**config.mk**
```make
export PLATFORM = sky130hd
export DESIGN_NAME = spmm_row_loader
export DESIGN_NICKNAME = d
export VERILOG_FILES = /design/src/rtl/spmm_row_loader_pkg.sv /design/src/rtl/spmm_row_loader.sv
export SDC_FILE = /design/constraint.sdc
export NUM_CORES = 1
export LEC_CHECK = 0
export ABC_AREA = 1
export ABC_CLOCK_PERIOD_IN_PS = 1400
export BUFFER_PORTS_ARGS = -buffer_cell sky130_fd_sc_hd__buf_2
export CORE_MARGIN = 2
export CORE_UTILIZATION = 46
export CTS_CLUSTER_SIZE = 24
export DETAILED_ROUTE_END_ITERATION = 12
export GPL_TIMING_DRIVEN = 0
export PLACE_DENSITY = 0.75
export SETUP_SLACK_MARGIN = 0.1
export SLEW_MARGIN = 20
export SYNTH_ARGS = -nofsm -noshare
export SYNTH_HDL_FRONTEND = slang
export SYNTH_SLANG_ARGS = --single-unit
```
**constraint.sdc**
```tcl
create_clock -name clk -period 1.4 [get_ports clk]
set_input_delay 0 -clock clk [delete_from_list [all_inputs] [get_ports clk]]
set_output_delay 0 -clock clk [all_outputs]
set_load 0.01 [all_outputs]
```
**src/rtl/spmm_row_loader_pkg.sv**
```systemverilog
// Shared SPMM types and width helpers used by the row loader and the sparse dot-product PE.
package spmm_row_loader_pkg;

  typedef enum logic [1:0] {
    ST_IDLE   = 2'd0,
    ST_GATHER = 2'd1,
    ST_ISSUE  = 2'd2,
    ST_WAIT   = 2'd3
  } spmm_state_e;

  function automatic int col_idx_width(input int dot_product_size);
    return $clog2(dot_product_size);
  endfunction

  function automatic int node_info_width(input int dot_product_size);
    return $clog2(dot_product_size) + 1;
  endfunction

  // Node-info layout: [W-1:1] = nnz count, [0] = row flag. Caller zero-extends to 32 bits.
  function automatic logic [31:0] nnz_field(input logic [31:0] info);
    return info >> 1;
  endfunction

endpackage

```
**src/rtl/spmm_row_loader.sv**
```systemverilog
// Packs one CSR row into a fixed-width vector for the sparse dot-product PE and holds it
// until the PE signals done; one row in flight at a time.
module spmm_row_loader
  import spmm_row_loader_pkg::*;
#(
  parameter int DATA_WIDTH       = 8,
  parameter int DOT_PRODUCT_SIZE = 5,
  parameter int COL_IDX_WIDTH    = col_idx_width(DOT_PRODUCT_SIZE),
  parameter int NODE_INFO_WIDTH  = node_info_width(DOT_PRODUCT_SIZE)
) (
  input  logic                       clk,
  input  logic                       rst_n,
  input  logic                       info_valid_i,
  input  logic [NODE_INFO_WIDTH-1:0] info_i,
  output logic                       info_ready_o,
  input  logic                       elem_valid_i,
  input  logic [COL_IDX_WIDTH-1:0]   elem_col_idx_i,
  input  logic [DATA_WIDTH-1:0]      elem_value_i,
  output logic                       elem_ready_o,
  output logic                       pe_valid_o,
  output logic [COL_IDX_WIDTH-1:0]   col_idx_o [0:DOT_PRODUCT_SIZE-1],
  output logic [DATA_WIDTH-1:0]      value_o [0:DOT_PRODUCT_SIZE-1],
  output logic [NODE_INFO_WIDTH-1:0] node_info_o,
  input  logic                       pe_ready_i,
  output logic [15:0]                rows_issued_o,
  output logic                       nnz_err_o
);

  localparam int NNZ_W = NODE_INFO_WIDTH - 1;

  spmm_state_e      state;
  logic [NNZ_W-1:0] cnt;
  logic [NNZ_W-1:0] cnt_nxt;
  logic [NNZ_W-1:0] nnz_raw;
  logic [NNZ_W-1:0] nnz_eff;
  logic             nnz_over;

  assign nnz_raw  = NNZ_W'(nnz_field(32'(info_i)));
  assign nnz_over = int'(nnz_raw) > DOT_PRODUCT_SIZE;
  assign nnz_eff  = nnz_over ? NNZ_W'(DOT_PRODUCT_SIZE) : nnz_raw;
  assign cnt_nxt  = cnt + NNZ_W'(1);

  assign info_ready_o = (state == ST_IDLE);
  assign elem_ready_o = (state == ST_GATHER);
  assign pe_valid_o   = (state == ST_ISSUE);

  always_ff @(posedge clk) begin
    if (!rst_n) begin
      state         <= ST_IDLE;
      cnt           <= '0;
      node_info_o   <= '0;
      rows_issued_o <= '0;
      nnz_err_o     <= 1'b0;
      for (int i = 0; i < DOT_PRODUCT_SIZE; i++) begin
        col_idx_o[i] <= '0;
        value_o[i]   <= '0;
      end
    end else begin
      case (state)
        ST_IDLE: begin
          if (info_valid_i) begin
            // Slots are cleared here so unused lanes read as zero for the PE.
            for (int i = 0; i < DOT_PRODUCT_SIZE; i++) begin
              col_idx_o[i] <= '0;
              value_o[i]   <= '0;
            end
            cnt         <= '0;
            node_info_o <= {nnz_eff, info_i[0]};
            if (nnz_over) nnz_err_o <= 1'b1;
            state <= (nnz_eff != '0) ? ST_GATHER : ST_ISSUE;
          end
        end
        ST_GATHER: begin
          if (elem_valid_i) begin
            col_idx_o[cnt] <= elem_col_idx_i;
            value_o[cnt]   <= elem_value_i;
            cnt            <= cnt_nxt;
            if (cnt_nxt == node_info_o[NODE_INFO_WIDTH-1:1]) state <= ST_ISSUE;
          end
        end
        ST_ISSUE: begin
          rows_issued_o <= rows_issued_o + 16'd1;
          state         <= ST_WAIT;
        end
        ST_WAIT: begin
          if (pe_ready_i) state <= ST_IDLE;
        end
        default: state <= ST_IDLE;
      endcase
    end
  end

endmodule

```
Word level (Yosys, flattened, before mapping):

Index checks and enable logic that the tools add are counted.

* register bits: 81
* bits of input ports: 20
* output and inout bits: 79
* word-level logic and storage cells: 59

* $add $sub $neg: 2
* magnitude comparators: 3
* eq/ne operators: 8
* muxes and demuxes: 22
* bitwise operators: 1
* reductions and logical operators: 8

Operators by type and width (number)
* $mux 40: 2
* $pmux 40 s2: 1
* $bwmux 40: 1
* $mux 15: 2
* $pmux 15 s2: 1
* $demux 8 s3: 1
* $add 16x1->16 const B: 1
* $bwmux 15: 1
* $mux 3: 4
* $mux 2: 5
* $demux 3 s3: 1
* $mux 8: 1
* $pmux 2 s4: 1
* $ne 2x2->1 const B: 3
* $pmux 3 s2: 1
* $reduce_and 3->1: 2
* $eq 2x2->1 const B: 2
* $ge 4x4->1 const B: 1
* $lt 4x1->1 const B: 1
* $not 3->4: 1
* $reduce_and 4->1: 1
* $add 3x1->3 const B: 1
* $eq 3x3->1: 1
* $gt 3x3->1 const B: 1
* other kinds (7): 7

Logic depth before layout (Yosys ltp):

* depth in word-level cells: 8
* gate-level depth with buffers: 10
* gate-level depth less buffers: 10

Worst setup path before layout:

OpenSTA, ideal clock, no wires.

* path kind: register -> register
* start: register state[1]
* end: register col_idx_o[10] (netlist bit)
* library setup time: 132 ps
* arrival: 1429 ps
* data required time: 1268 ps
* slack: -161 ps
* stages on the path, launching flop included: 10
* path buffers: 1
* clock period less this slack: 1561 ps
* path through: dfxtp_1 -> inv_1 -> ha_1 -> inv_2 -> o21ai_2 -> a21oi_2 -> o21ai_1 -> buf_2 -> nand2_1 -> a21oi_1

* longest elaborated chain between the ends: 3
* elaborated cells on any way between the ends: 7
* classes of those cells: eq/ne: 3; mux: 1; reduce/logical: 3

Ends and longest elaborated chain
* start, declared: RTL line spmm_row_loader.sv:31 `spmm_state_e state;`
* start signal, assigned: RTL line spmm_row_loader.sv:70 `state <= (nnz_eff != '0) ? ST_GATHER : ST_ISSUE;`
* $eq 2x1->1 *
* named net elem_ready_o: RTL line spmm_row_loader.sv:19 `output logic elem_ready_o,`
* $ne 2x2->1 (no line) / $reduce_bool 2->1 (equally long branches)
* $reduce_and 3->1 (no line)
* end signal, assigned by index: RTL line spmm_row_loader.sv:75 `col_idx_o[cnt] <= elem_col_idx_i;`
* end, declared: RTL line spmm_row_loader.sv:21 `output logic [COL_IDX_WIDTH-1:0] col_idx_o [0:DOT_PRODUCT_SIZE-1],`

The timed path passes the listed nets; every way through them passes the cells marked *.
A chain may end at the register's enable or synchronous reset.

Worst setup path in the final report:

* start: register state[0]
* end: register value_o[39] (netlist bit)

* longest elaborated chain between the ends: 3
* elaborated cells on any way between the ends: 7
* classes of those cells: eq/ne: 3; mux: 1; reduce/logical: 3

Ends and longest elaborated chain
* $eq 2x1->1 / $logic_not 2->1 (equally long branches): RTL line spmm_row_loader.sv:59 `case (state)`
* $ne 2x2->1 (no line) / $reduce_bool 2->1 (equally long branches)
* $reduce_and 3->1 (no line)
* end signal, assigned by index: RTL line spmm_row_loader.sv:76 `value_o[cnt] <= elem_value_i;`
* end, declared: RTL line spmm_row_loader.sv:22 `output logic [DATA_WIDTH-1:0] value_o [0:DOT_PRODUCT_SIZE-1],`

Parallel ways exist; a longest one is shown, timed or not.

==> metrics.md <==
| Metric | Value |
|---|---|
| Ports | `99` |
| DR WL/cell | `~15 microns` |
| CP peak stage delay | `0.41 ns` |
| Drt pass-1 iters | `4` |
| Worst Path Required | `1.62 ns` |
| Clk_lat worst skew | `0.36 ns` |
| Crit path buf inv count | `3` |
| Grt met2 use | `0.4148` |
| HP Class | `in2reg` |
| Clk sinks | `81` |
| Iteration-0 DRC Markers | `about 150` |
| Layout cells sized above 1 | `0.4520` |
| Largest net degree at the start of global routing | `14` |
| Synth Register Bits | `81` |
| Synth Cell Area | `3338 sq um` |
| Mapped Cells | `between 400 and 500` |
| DIE HEIGHT | `about 90 microns` |
| Most Used Layer, Global Route | `met2` |
| EDFF count, synth | `0` |
| Fin crit share | `1.138` |
| M1 GR Usage | `0.2987` |
| # setup viols final | `slightly below 70` |
| Post-synth top flop | `dfxtp_1` |
| Clk buf depth | `2` |
| Yosys warns | `0` |
| Layout filler cell count | `569` |
| Post-synth top area share | `0.4858` |
| Max Slew Vio Count | `0` |
| First-pass GRT wire length | `approximately 15000 microns` |
| Ant diodes | `0` |
| Clock Root Buffer | `clkbuf_8` |
| Crit path cell chain | `inv_4 -> ha_4 -> nand2_4 -> o21ai_4 -> a21oi_4 -> buf_12 -> o21ai_4 -> buf_6 -> nand2_1 -> a21oi_2` |
| Min cycle time layout | `between 1.5 and 2 ns` |
| Pwr dens | `1700 nW/um^2` |
| Status | `finished, violations left` |
| Pleak | `around 2.2 nW` |
| Top-count cell post-synth | `nand2_1` |
| Peak VDD IR | `roughly 0.00092 V` |
| Commonest cells in the netlist | `nand2_1 (157), dfxtp_1 (81), a21oi_1 (69)` |
| CP max FO | `7` |
| GRT met3 Usage | `0.05725` |
| Sw power | `approximately 3.4 mW` |
| Top cell type by total area after synthesis | `dfxtp_1` |
| Starting Density | `0.4677` |
| Total grt overflow | `0` |
| Hold Crit Start | `elem_col_idx_i[2]` |
| Syn Area/Cell | `just over 7 sq um` |
| Switching Share | `0.3914` |
| Total of max-cap violations | `0` |
| Core area | `between 7000 and 8000 sq um` |
| Post-DP HPWL | `6303 microns` |
| Synth async-reset ratio | `0` |
| CP arrival | `1.81 ns` |
| Sequential cell area | `1643 sq um` |
| P_int | `around 5.2 mW` |
| Clock network fraction of total power | `0.210` |
| Pwr Total | `8.601 mW` |
| Global Route Usage Sum | `0.2442` |
| Rel. slew slack | `0.5249` |
| Hold Vio Cnt, Final | `0` |
| Sequential share of the synthesized area | `0.4858` |
| Detail Route Antenna Nets | `0` |
| CP Class | `reg2reg` |
| Startpoint Class | `register` |
| Synthesized net count | `a little under 500` |
| Critical Path Source | `state[0]$_SDFFE_PN0P_` |
| Unique masters post-synth | `26` |
| TritonCTS clock tree | `done` |
| Vias per std cell | `~5.1` |
| GP Congestion | `between 0.8 and 0.9` |
| Multi-input gate area | `about 2000 sq um` |
| CTS clk-pin slew, worst paths | `approximately 0.08 ns` |
| Crit. End Element | `register` |
| Vias in the first global route | `between 3000 and 4000` |
| Htree depth | `3` |
| DRC | `0` |
| Slowest CP cell | `dfxtp_4` |
| Final core utilization | `0.7090` |
| Die area | `between 7000 and 8000 sq um` |
| Fmax | `0.6278 GHz` |
| Nets | `625` |
| Setup ws final | `-0.1928 ns` |
| Cell Rows | `31` |
| Crit path top cell by count | `o21ai_4` |
| Setup Skew | `0.009182 ns` |
| Worst path top cell family by delay | `flip-flops` |
| Reg power frac | `0.309` |
| Buffers on Ports | `98` |
| Area growth from synthesis to layout | `51.57%` |
| Initial antenna violation count | `0` |
| Failing checks | `setup timing` |
| R2r startpoint | `state[0]$_SDFFE_PN0P_` |
| DR vias | `~3600` |
| CTS Buf Count | `9` |
| Combinational power share | `0.481` |
| Main area contributors after synthesis | `dfxtp_1 (49%), nand2_1 (18%), a21oi_1 (10%)` |
| Die Wd | `approximately 89 microns` |
| Worst-Margin Slew | `roughly 0.7 ns` |
| Unrepaired setup endpoints after global routing | `yes` |
| Total Wirelength | `10510 microns` |
==> worst reg2reg max path: stages, from the launching register on <==
cell and delay, ns:
dfxtp_4 0.41, inv_4 0.05, ha_4 0.17, nand2_4 0.06
o21ai_4 0.07, a21oi_4 0.14, buf_12 0.16, o21ai_4 0.08
buf_6 0.16, nand2_1 0.09, a21oi_2 0.07
==> power by group through the flow <==
stage | combinational (mW) | sequential (mW) | clock, mW
6_report | 4.14 | 2.66 | 1.81
5_1_grt | 4.39 | 2.67 | 1.90
4_1_cts | 3.07 | 2.64 | 1.79
3_5_place_dp | 2.35 | 2.71 | 0
3_3_place_gp | 2.33 | 2.70 | 0
2_1_floorplan | 1.70 | 2.74 | 0
==> path summary, 6_finish.rpt <==
check                                    end  slack, ns  depth (start not counted)
hold reg to reg   col_idx_o[11]$_SDFFE_PN0P_       0.46                          2
setup / recovery    value_o[39]$_SDFFE_PN0P_      -0.19                         10
hold / removal    col_idx_o[11]$_SDFFE_PN0P_       0.02                          5
setup reg to reg    value_o[39]$_SDFFE_PN0P_      -0.19                         10
==> layer usage <==
| metal | routed length (microns) | vias to the layer above |
|---|---|---|
| met5 | 0 | - |
| met1 | 4325 | 1679 |
| met3 | 704 | 13 |
| met4 | 149 | 0 |
| met2 | 5331 | 134 |
| li1 | - | 1756 |
==> registers in the layout (all words and copies together), names as in the netlist <==
name / count
node_info_o: 4
cnt: 3
rows_issued_o: 16
nnz_err_o: 1
state: 2
col_idx_o: 15
value_o: 40
==> logic make-up (layout without fill, tap and decap cells) <==
logic type               Yosys count  count (layout)  synth area share
AO/OA/AOI/OAI                     90              90            0.1398
XOR/XNOR                           4               4           0.01050
AND/OR/NAND/NOR                  221             221            0.2725
buffers and inverters             57             202           0.06897
flip-flops                        81              81            0.4858
adder cells (fa/ha/maj)            6               6           0.02249
==> placed cells by master (no fill, tap or decap), types with 11 or more instances in the layout <==
cell type    n
nand2_2     26
dfxtp_1     74
a21oi_1     42
a21oi_2     26
nor2_1      24
buf_2      101
nand2_1    122
buf_4       17
nor2_4      11
inv_1       27
buf_6       14
==> timing repair <==
item / CTS / global route
gates resized for setup: 50 / 92
pin swaps: 34 / 42
gates cloned: 1 / 4
endpoints found under the hold margin: 7 / 0
hold buffers: 5 / 0
setup endpoints to repair: 68 / 74
setup buffers: 17 / 4
==> area by class of cell <==
type,instances,area share
Tap cell,99,0.02448
Sequential cell,81,0.3247
Timing Repair Buffer,129,0.1583
Clock inverter,4,0.009891
Buffer,20,0.02819
Clock buffer,12,0.03091
Inverter,37,0.03091
Multi-Input combinational cell,321,0.3927
==> through the flow <==
step / setup WS, ns / instances / TNS [ns] / area, sq um / hold WS, ns
5_1_grt: -0.2480 / 703 / -12.68 / 5060 / 0.02052
4_1_cts: -0.1488 / 695 / -6.589 / 4695 / 0.01809
3_5_place_dp: -0.2244 / 656 / -9.669 / 4101 / 0.2739
2_1_floorplan: -0.007463 / 459 / -0.1553 / 3487 / 0.1343
3_3_place_gp: -0.2060 / 656 / -9.436 / 4101 / 0.2612
6_report: -0.1928 / 703 / -8.843 / 5060 / 0.01655
No activity file was read; power rests on OpenSTA's default activity.
